### src/rtl/edge_event_arbiter.sv
// Edge-event scheduler: latches per-channel edges as pending events and offers them round-robin; EDGE_EVENT_ARB_OVF_EN adds sticky ovf[]/ovf_clr.
// Latency: edge sampled at clk k -> pending after k -> evt_valid after k+1; at most one event per two cycles.
// Backpressure: evt_id/evt_valid hold while evt_ready is low; further edges on a pending channel merge into one event.
module edge_event_arbiter #(
    parameter int N         = 4,
    parameter int IDW       = 2,
    parameter int EDGE_MODE = 0
) (
    input  logic           clk,
    input  logic           rst,
    input  logic [N-1:0]   in,
    output logic           evt_valid,
    output logic [IDW-1:0] evt_id,
    input  logic           evt_ready,
    output logic [N-1:0]   pending
`ifdef EDGE_EVENT_ARB_OVF_EN
    ,
    output logic [N-1:0]   ovf,
    input  logic           ovf_clr
`endif
);

    typedef enum logic {IDLE = 1'b0, OFFER = 1'b1} state_t;

    state_t         state_q, state_d;
    logic [N-1:0]   prev_q, prev_d;
    logic [N-1:0]   pending_q, pending_d;
    logic           evt_valid_q, evt_valid_d;
    logic [IDW-1:0] evt_id_q, evt_id_d;
    logic [IDW-1:0] rr_ptr_q, rr_ptr_d;

    logic [N-1:0]   edge_det;
    logic [N-1:0]   clr_mask;
    logic [N-1:0]   merge_ovf;
    logic           accept;
    logic           found;
    logic [IDW-1:0] winner;

    always_comb begin
        case (EDGE_MODE)
            0:       edge_det = in & ~prev_q;
            1:       edge_det = ~in & prev_q;
            default: edge_det = in ^ prev_q;
        endcase
    end

    assign accept    = (state_q == OFFER) && evt_ready;
    assign clr_mask  = accept ? ({{(N-1){1'b0}}, 1'b1} << evt_id_q) : '0;
    // A fresh edge on the channel being accepted is a new event, not a merge.
    assign merge_ovf = edge_det & pending_q & ~clr_mask;

    always_comb begin
        winner = '0;
        found  = 1'b0;
        for (int k = 0; k < N; k++) begin
            int idx;
            idx = int'(rr_ptr_q) + k;
            if (idx >= N) idx = idx - N;
            if (!found && pending_q[idx]) begin
                winner = IDW'(idx);
                found  = 1'b1;
            end
        end
    end

    always_ff @(posedge clk) begin
        if (rst) state_q <= IDLE;
        else     state_q <= state_d;
    end

    always_comb begin
        state_d = state_q;
        case (state_q)
            IDLE:    if (found)  state_d = OFFER;
            OFFER:   if (accept) state_d = IDLE;
            default: state_d = IDLE;
        endcase
    end

    always_comb begin
        prev_d      = in;
        pending_d   = (pending_q & ~clr_mask) | edge_det;
        evt_valid_d = evt_valid_q;
        evt_id_d    = evt_id_q;
        rr_ptr_d    = rr_ptr_q;
        case (state_q)
            IDLE: begin
                evt_valid_d = found;
                if (found) evt_id_d = winner;
            end
            OFFER: begin
                if (accept) begin
                    evt_valid_d = 1'b0;
                    rr_ptr_d    = (evt_id_q == IDW'(N - 1)) ? '0 : evt_id_q + 1'b1;
                end
            end
            default: evt_valid_d = 1'b0;
        endcase
    end

    always_ff @(posedge clk) begin
        prev_q <= prev_d;
        if (rst) begin
            pending_q   <= '0;
            evt_valid_q <= 1'b0;
            evt_id_q    <= '0;
            rr_ptr_q    <= '0;
        end else begin
            pending_q   <= pending_d;
            evt_valid_q <= evt_valid_d;
            evt_id_q    <= evt_id_d;
            rr_ptr_q    <= rr_ptr_d;
        end
    end

    assign evt_valid = evt_valid_q;
    assign evt_id    = evt_id_q;
    assign pending   = pending_q;

`ifdef EDGE_EVENT_ARB_OVF_EN
    logic [N-1:0] ovf_q, ovf_d;

    always_comb begin
        ovf_d = (ovf_clr ? '0 : ovf_q) | merge_ovf;
    end

    always_ff @(posedge clk) begin
        if (rst) ovf_q <= '0;
        else     ovf_q <= ovf_d;
    end

    assign ovf = ovf_q;
`else
    logic unused_ovf;
    assign unused_ovf = ^merge_ovf;
`endif

endmodule

### config.mk
export PLATFORM = sky130hd
export DESIGN_NAME = edge_event_arbiter
export DESIGN_NICKNAME = d
export VERILOG_FILES = /design/src/rtl/edge_event_arbiter.sv
export SDC_FILE = /design/constraint.sdc
export NUM_CORES = 1
export LEC_CHECK = 0
export ABC_AREA = 1
export CORE_UTILIZATION = 50
export CTS_BUF_LIST = sky130_fd_sc_hd__clkbuf_4 sky130_fd_sc_hd__clkbuf_8 sky130_fd_sc_hd__clkbuf_16
export DETAILED_ROUTE_END_ITERATION = 8
export PLACE_DENSITY = 0.79
export REMOVE_ABC_BUFFERS = 1
export SYNTH_ARGS = -nofsm -noshare
export SYNTH_HDL_FRONTEND = slang
export SYNTH_SLANG_ARGS = --single-unit
### constraint.sdc
create_clock -name clk -period 3.2 [get_ports clk]
set_input_delay 0.64 -clock clk [delete_from_list [all_inputs] [get_ports clk]]
set_output_delay 0.64 -clock clk [all_outputs]
set_load 0.01 [all_outputs]
== Word level (Yosys, flattened, before mapping) ==
Index checks and enable logic that the tools add are counted.

* Bits in registers: 14
* Input port bits: 7
* Output and inout bits: 7
* Logic and storage cells: 71

* Shifts and indexed selects: 1
* Mux-type cells: 31
* Order comparisons: 8
* Reductions and logical operators: 9
* Equal/unequal tests: 2
* Add/sub/neg operators: 8
* Bitwise gates (word level): 6

{| class="wikitable"
|+ Operator list
! kind !! number
|-
| 32-bit by 4-bit less-than comparator with 1-bit output (second input constant) || 4
|-
| 32-bit 2-to-1 mux || 4
|-
| 1-bit 2-to-1 mux || 15
|-
| 3-bit by 3-bit subtractor with 4-bit output (second input constant) || 3
|-
| 2-bit 2-to-1 mux || 5
|-
| 3-bit greater-or-equal comparator (second input constant) || 3
|-
| 4-bit AND || 2
|-
| 1-bit binary-select mux with 2-bit select || 4
|-
| 4-bit NOT || 2
|-
| 2-bit by 2-bit adder with 3-bit output (second input constant) || 2
|-
| 1-bit logical AND || 4
|-
| 4-bit 2-to-1 mux || 1
|-
| 4-bit bitwise OR || 1
|-
| 1-bit case mux with 2 select lines || 2
|-
| 2-bit AND reduction || 2
|-
| 1-bit by 2-bit left shift with 4-bit output (first input constant) || 1
|-
| 2-bit by 3-bit subtractor with 4-bit output (second input constant) || 1
|-
| 2-bit by 1-bit adder with 3-bit output (second input constant) || 1
|-
| 2-bit by 3-bit greater-or-equal comparator with 1-bit output (second input constant) || 1
|-
| 1-bit logical NOT || 3
|-
| 2-bit by 1-bit adder with 2-bit output (second input constant) || 1
|-
| 2-bit equality test (second input constant) || 1
|-
| 2-bit by 1-bit != test with 1-bit output (second input constant) || 1
|-
| 1-bit NOT || 1
|}

== Longest topological paths before layout ==
Gate-level depths: netlist of the first run.

* Depth in word-level cells: 17
* Mapped depth: 11
* Gate-level depth less buffers: 11

== Worst setup path after synthesis of the first run ==
OpenSTA, ideal clock, no wires.

* Path kind: register -> register
* Start point: reg rr_ptr_q[0]
* End point: reg evt_id_q[0] (netlist: evt_id[0])
* Clock period less this slack: 1.263 ns
* Arrival: 1.150 ns
* Required time: 3.086 ns
* Path buffers: 1
* Setup slack: 1.937 ns
* Library setup time: 0.114 ns
* Cell stages (with the launch flop): 11
* Path through: dfxtp_1 buf_4 nand2_2 nand3_1 nand2_4 nor2_4 nand3_2 nand2_2 nand2_1 nand2_1 nor2_1

* Cells in the longest elaborated chain, start to end: 16
* Elaborated cells between the ends (all ways): 42
* Classes of those cells: add/sub: 7; order compare: 4; mux: 24; reduce/logical: 7

{| class="wikitable"
|+ RTL lines
! what !! line !! source
|-
| from (decl) || 30 || <nowiki>logic [IDW-1:0] rr_ptr_q, rr_ptr_d;</nowiki>
|-
| from (signal assigned) || 112 || <nowiki>rr_ptr_q <= rr_ptr_d;</nowiki>
|-
| branches (longest 16 deep; another with 3-bit by 3-bit subtractor with 4-bit output) || -- ||
|-
| to (signal assigned) || 111 || <nowiki>evt_id_q <= evt_id_d;</nowiki>
|-
| to (decl) || 29 || <nowiki>logic [IDW-1:0] evt_id_q, evt_id_d;</nowiki>
|}

Several ways; the timed one is not identified. The select of a mux whose other input is x is not followed.
A chain may end at the register's enable or synchronous reset.

== Final worst setup path of the first run ==
* Start point: reg evt_id_q[0] (netlist: evt_id[0])
* End point: out evt_id[0]

{| class="wikitable"
|+ RTL lines
! what !! line !! source
|-
| to (decl) || 13 || <nowiki>output logic [IDW-1:0] evt_id,</nowiki>
|}

No word-level cell between the ends.

==> results of run 1 <==
state kept, by name, summed over array words and instances, names as in the netlist:
register	count
pending	4
evt_id	2
rr_ptr_q	2
evt_valid	1
state_q	1
prev_q	4
cell usage after synthesis (2+ instances only):
cell type | count | share of area, %
nand2_4 | 3 | 4.2
dfxtp_1 | 14 | 35
inv_2 | 4 | 1.9
ha_1 | 4 | 6.2
nand3_1 | 9 | 5.6
a21oi_1 | 6 | 3.7
inv_1 | 14 | 6.6
nand2_2 | 6 | 4.7
nor2_1 | 8 | 3.7
nand2_1 | 43 | 20
o21ai_2 | 2 | 2.2
kinds of logic (layout without fill, tap and decap cells):
| group | count (synthesis) | after routing |
|---|---|---|
| simple gates | 72 | 72 |
| flops | 14 | 14 |
| buf+inv | 19 | 34 |
| fa+ha+maj | 4 | 4 |
| compound gates | 10 | 10 |
routing by layer:
metal | part of all wire (%) | track usage (%)
met1 | 45 | 25.6
met2 | 47 | 31.6
met3 | 4.1 | 3.45
met4 | 4.2 | 17.5
met5 | 0 | 0
final timing paths:
kind	from	end	slack (ns)	cells after the start
max	evt_id[0]$_SDFFE_PP0P_	evt_id[0]	1.30	1
min	prev_q[1]$_DFF_P_	pending[1]$_SDFF_PP0_	0.48	3
max reg2reg	rr_ptr_q[0]$_SDFFE_PP0P_	evt_id[1]$_SDFFE_PP0P_	1.49	10
min reg2reg	prev_q[1]$_DFF_P_	pending[1]$_SDFF_PP0_	0.48	3
area by class of cell:
cell class              count  area share [%]
repair buffers             13            13.5
clock buffers               3            2.33
flip-flops and latches     14            29.0
inverters                  18            6.99
well taps                  16            2.07
multi-input cells          86            46.2
per-stage QoR:
stage	worst slack (ns)	total power (W)	instances
2_1_floorplan	1.80	0.000452	118
3_3_place_gp	1.59	0.000538	147
3_5_place_dp	1.54	0.000547	147
4_1_cts	1.30	0.000645	150
5_1_grt	1.27	0.000691	150
6_report	1.30	0.000643	150
power groups by stage:
stage / combinational [W] / sequential (W) / clock (W)
finish: 0.000302 / 0.000243 / 0.0000976
global route: 0.000339 / 0.000249 / 0.000103
CTS: 0.000303 / 0.000243 / 0.0000990
detailed placement: 0.000300 / 0.000247 / 0
global placement: 0.000293 / 0.000245 / 0
floorplan: 0.000203 / 0.000249 / 0
==> flow_summary.ini, run 1 <==
[clock_tree]
cts_sinks = 14
clockBufferDepth = 2
htreeDepth = 1
cts_buffers = 3
ctsHoldBuffers = 0
cts_resized = 0
cts_tree = done
cts-root-buf = clkbuf_4
clock_latency_ns = 0.28
clk_pin_slew_ns = 0.08
cts_setup_buffers = 0

[setup_path]
crit_path_end_kind = output port
critPathKind = register to output port
crit_path_start_kind = register
critPathTopFamily = buffers and inverters
crit_buf_inv = 1
crit_path_max_incr_delay_ns = 0.56
cp.required_ns = 2.56
arrival_ns = 1.26
crit_chain = clkdlybuf4s50_1
critPathSlowestCell = clkdlybuf4s50_1
cp_max_fo = 5

[floorplan]
dieArea_um2 = 1770
die_w_um = 42.1
start_util_pct = 53.2
row_count = 14
die_h_um = 42.1
pin_count = 14
coreArea_um2 = 1510

[sta]
tightestPinTransition_ns = 0.425
hold-worst-slack_ns = 0.483
final-max-slew-violation-count = 0
fin_worst_skew_ns = 0.00723
layout_min_cycle_time_ns = 1.90
max_slew_margin_pct = 71.7
rsz0062_at_grt = no
setup_viol = 0
period_share_pct = 59.3
finalHoldViolations = 0
setup-tns-final_ns = 0
fmax_mhz = 527

[power]
p_comb_share_pct = 47.0
clkPwrFrac_pct = 15.2
irDropWorstVdd_mv = 0.386
switching_power_w = 0.000270
power_density_nw_per_um2 = 665
p_leak_nw = 0.483
p_seq_share_pct = 37.8
internal_power_w = 0.000373
switching_share_pct = 42.0

[synthesis]
synth.distinct_cells = 17
ys_seq_elements = 14
synth_compound_area_share_pct = 7.64
synth_xor_area_share_pct = 0
synth_adder_area_share_pct = 6.24
yosys.area_share.simple_pct = 41.8
synth_mux_area_share_pct = 0
syn_inst = 119
synthArstFlopShare_pct = 0
synth_area_um2 = 802
synthFlopType = dfxtp_1
synth_edf_count = 0
syn_avg_cell_area_um2 = 6.74
synth_top_family_by_area = simple AND/OR/NAND/NOR gates
ys_warn_count = 0
synth-seq-area-share_pct = 34.9

[route]
vias_per_cell = 5.04
drc = 0
drtAntennaViolNets = 0
via_count = 756
dr.pass1.iters = 4
drt_wl_total_um = 1670
wire_per_inst_um = 11.1
drt_iter0_drc = 11

[cells_and_area]
ff_latch_area_um2 = 280
drive_above_1_share_pct = 15.7
fin_util_pct = 64.2
fillCellCount = 143
multiInputGateArea_um2 = 447
mostFrequentLayoutCells = nand2_1 (43), inv_1 (14), dfxtp_1 (14), clkdlybuf4s50_1 (13), nand3_1 (9)
mostFrequentLayoutCell = nand2_1
final_area_um2 = 967
antenna_cells = 0
final_nets = 147
area_growth_pct = 20.6

[worst_hold_path]
hold_class = register to register

[status]
status = finished, final reports clean

[place]
port_buffers = 13
gp_congestion = 0.845
place_hpwl_um = 1280
placed_area_um2 = 945

[global_route]
grt.total_usage_pct = 20.8
antenna_found_initial = 0
grt_max_degree = 12
grt_pass1_vias = 695
grt_pass1_wl_um = 2760
grt_overflow = 0

[flow_run]
maxCapViolCount = 0
Power figures use the tool's default switching activity.
==> inputs of run 2 (changes only) <==
==> constraint.sdc (replaced) <==
create_clock -name clk -period 1.9 [get_ports clk]
set_input_delay 0.38 -clock clk [delete_from_list [all_inputs] [get_ports clk]]
set_output_delay 0.38 -clock clk [all_outputs]
set_load 0.01 [all_outputs]
==> flow_summary.ini, run 2 (same netlist as run 1, synthesis figures left out) <==
[status]
status = finished, final reports clean

[cells_and_area]
area_growth_pct = 21.5
mostFrequentLayoutCell = nand2_1
fillCellCount = 133
mostFrequentLayoutCells = nand2_1 (43), inv_1 (14), dfxtp_1 (14), clkdlybuf4s50_1 (13), nand3_1 (9)
antenna_cells = 0
drive_above_1_share_pct = 16.3
fin_util_pct = 64.7
final_nets = 148

[global_route]
grt_max_degree = 10
antenna_found_initial = 0
grt_pass1_vias = 634
grt_pass1_wl_um = 2500
grt_overflow = 0
grt.total_usage_pct = 18.5

[setup_path]
cp_max_fo = 5
crit_chain = clkdlybuf4s50_1
crit_path_max_incr_delay_ns = 0.57
cp-startpoint = evt_id[0]$_SDFFE_PP0P_
reg2regPathDepth = 9
crit_buf_inv = 1
arrival_ns = 1.25
r2r-start = rr_ptr_q[0]$_SDFFE_PP0P_
rrSetupSlack_ns = 0.43
crit_path_start_kind = register
critPathKind = register to output port
cp.required_ns = 1.52
r2r-end = evt_id[0]$_SDFFE_PP0P_
critPathTopFamily = buffers and inverters
crit_path_end_kind = output port
critPathSlowestCell = clkdlybuf4s50_1

[floorplan]
row_count = 14
pin_count = 14
start_util_pct = 53.2
die_w_um = 42.1
dieArea_um2 = 1770
coreArea_um2 = 1510
die_h_um = 42.1

[sta]
fmax_mhz = 612
tightestPinTransition_ns = 0.275
rsz0062_at_grt = no
max_slew_margin_pct = 81.4
period_share_pct = 86.0
fin_worst_skew_ns = 0.00395
layout_min_cycle_time_ns = 1.63
setup_viol = 0
final-max-slew-violation-count = 0
finalHoldViolations = 0
setup-tns-final_ns = 0

[clock_tree]
cts_resized = 0
cts_tree = done
cts_sinks = 14
ctsHoldBuffers = 0
cts_setup_buffers = 0
clockBufferDepth = 2
clk_pin_slew_ns = 0.08
clock_latency_ns = 0.27
cts-root-buf = clkbuf_4
cts_buffers = 3
htreeDepth = 1

[route]
wire_per_inst_um = 9.79
drt_wl_total_um = 1480
vias_per_cell = 4.93
drt_iter0_drc = 17
drc = 0
via_count = 744
dr.pass1.iters = 4
drtAntennaViolNets = 0

[flow_run]
maxCapViolCount = 0

[place]
port_buffers = 13
gp_congestion = 0.834
place_hpwl_um = 1190

[worst_hold_path]
hold_depth = 3
worstHoldStart = prev_q[2]$_DFF_P_
hold_class = register to register
min_to = pending[2]$_SDFF_PP0_

[power]
power_density_nw_per_um2 = 1100
irDropWorstVdd_mv = 0.665
p_leak_nw = 0.489
-- run 2: worst register-to-register path, stage by stage, from the launching register on --
cell     delay, ns
dfxtp_1       0.46
inv_2         0.14
nand2_1       0.10
nand2_1       0.06
o21ai_2       0.15
inv_1         0.08
nand3_2       0.11
nand2_2       0.07
a21oi_1       0.13
nor2_1        0.06
-- run 2: layout make-up --
| class | instances | area, um2 | area share [%] |
|---|---|---|---|
| Sequential cell | 14 | 280 | 28.8 |
| Tap cell | 16 | 20.0 | 2.05 |
| Inverter | 18 | 67.6 | 6.93 |
| Clock buffer | 3 | 22.5 | 2.31 |
| Multi-Input combinational cell | 86 | 447 | 45.8 |
| Timing Repair Buffer | 14 | 138 | 14.1 |
-- run 2: worst max path at each step --
stage	slack, ns	cells after the start	end
global placement	0.45	9	evt_id[0]$_SDFFE_PP0P_
finish	0.27	1	evt_id[0]
global route	0.23	1	evt_id[0]
detailed placement	0.44	9	evt_id[0]$_SDFFE_PP0P_
floorplan	0.50	11	evt_id[0]$_SDFFE_PP0P_
CTS	0.26	1	evt_id[0]
-- run 2: power by group --
| part | switching, W | internal [W] |
|---|---|---|
| Clock | 0.0000860 | 0.0000733 |
| Sequential | 0.0000564 | 0.000346 |
| Combinational | 0.000296 | 0.000213 |
| Total | 0.000438 | 0.000632 |
-- run 2: per-stage QoR --
stage | cells | area (um2) | setup slack [ns] | hold slack (ns) | total power, W
3_3_place_gp | 148 | 952 | 0.446 | 0.463 | 0.000914
5_1_grt | 151 | 975 | 0.233 | 0.509 | 0.00116
2_1_floorplan | 118 | 795 | 0.496 | 0.408 | 0.000761
4_1_cts | 151 | 975 | 0.257 | 0.482 | 0.00108
3_5_place_dp | 148 | 952 | 0.444 | 0.474 | 0.000918
6_report | 151 | 975 | 0.266 | 0.491 | 0.00107
-- run 2: metal layers --
metal	share of wire [%]	vias up	GRT usage (%)	wire length [um]
li1	-	401	-	-
met1	51	327	24.6	761
met2	44	12	27.8	650
met3	2.9	4	3.02	43
met4	1.5	0	11.9	22
met5	0	-	0	0
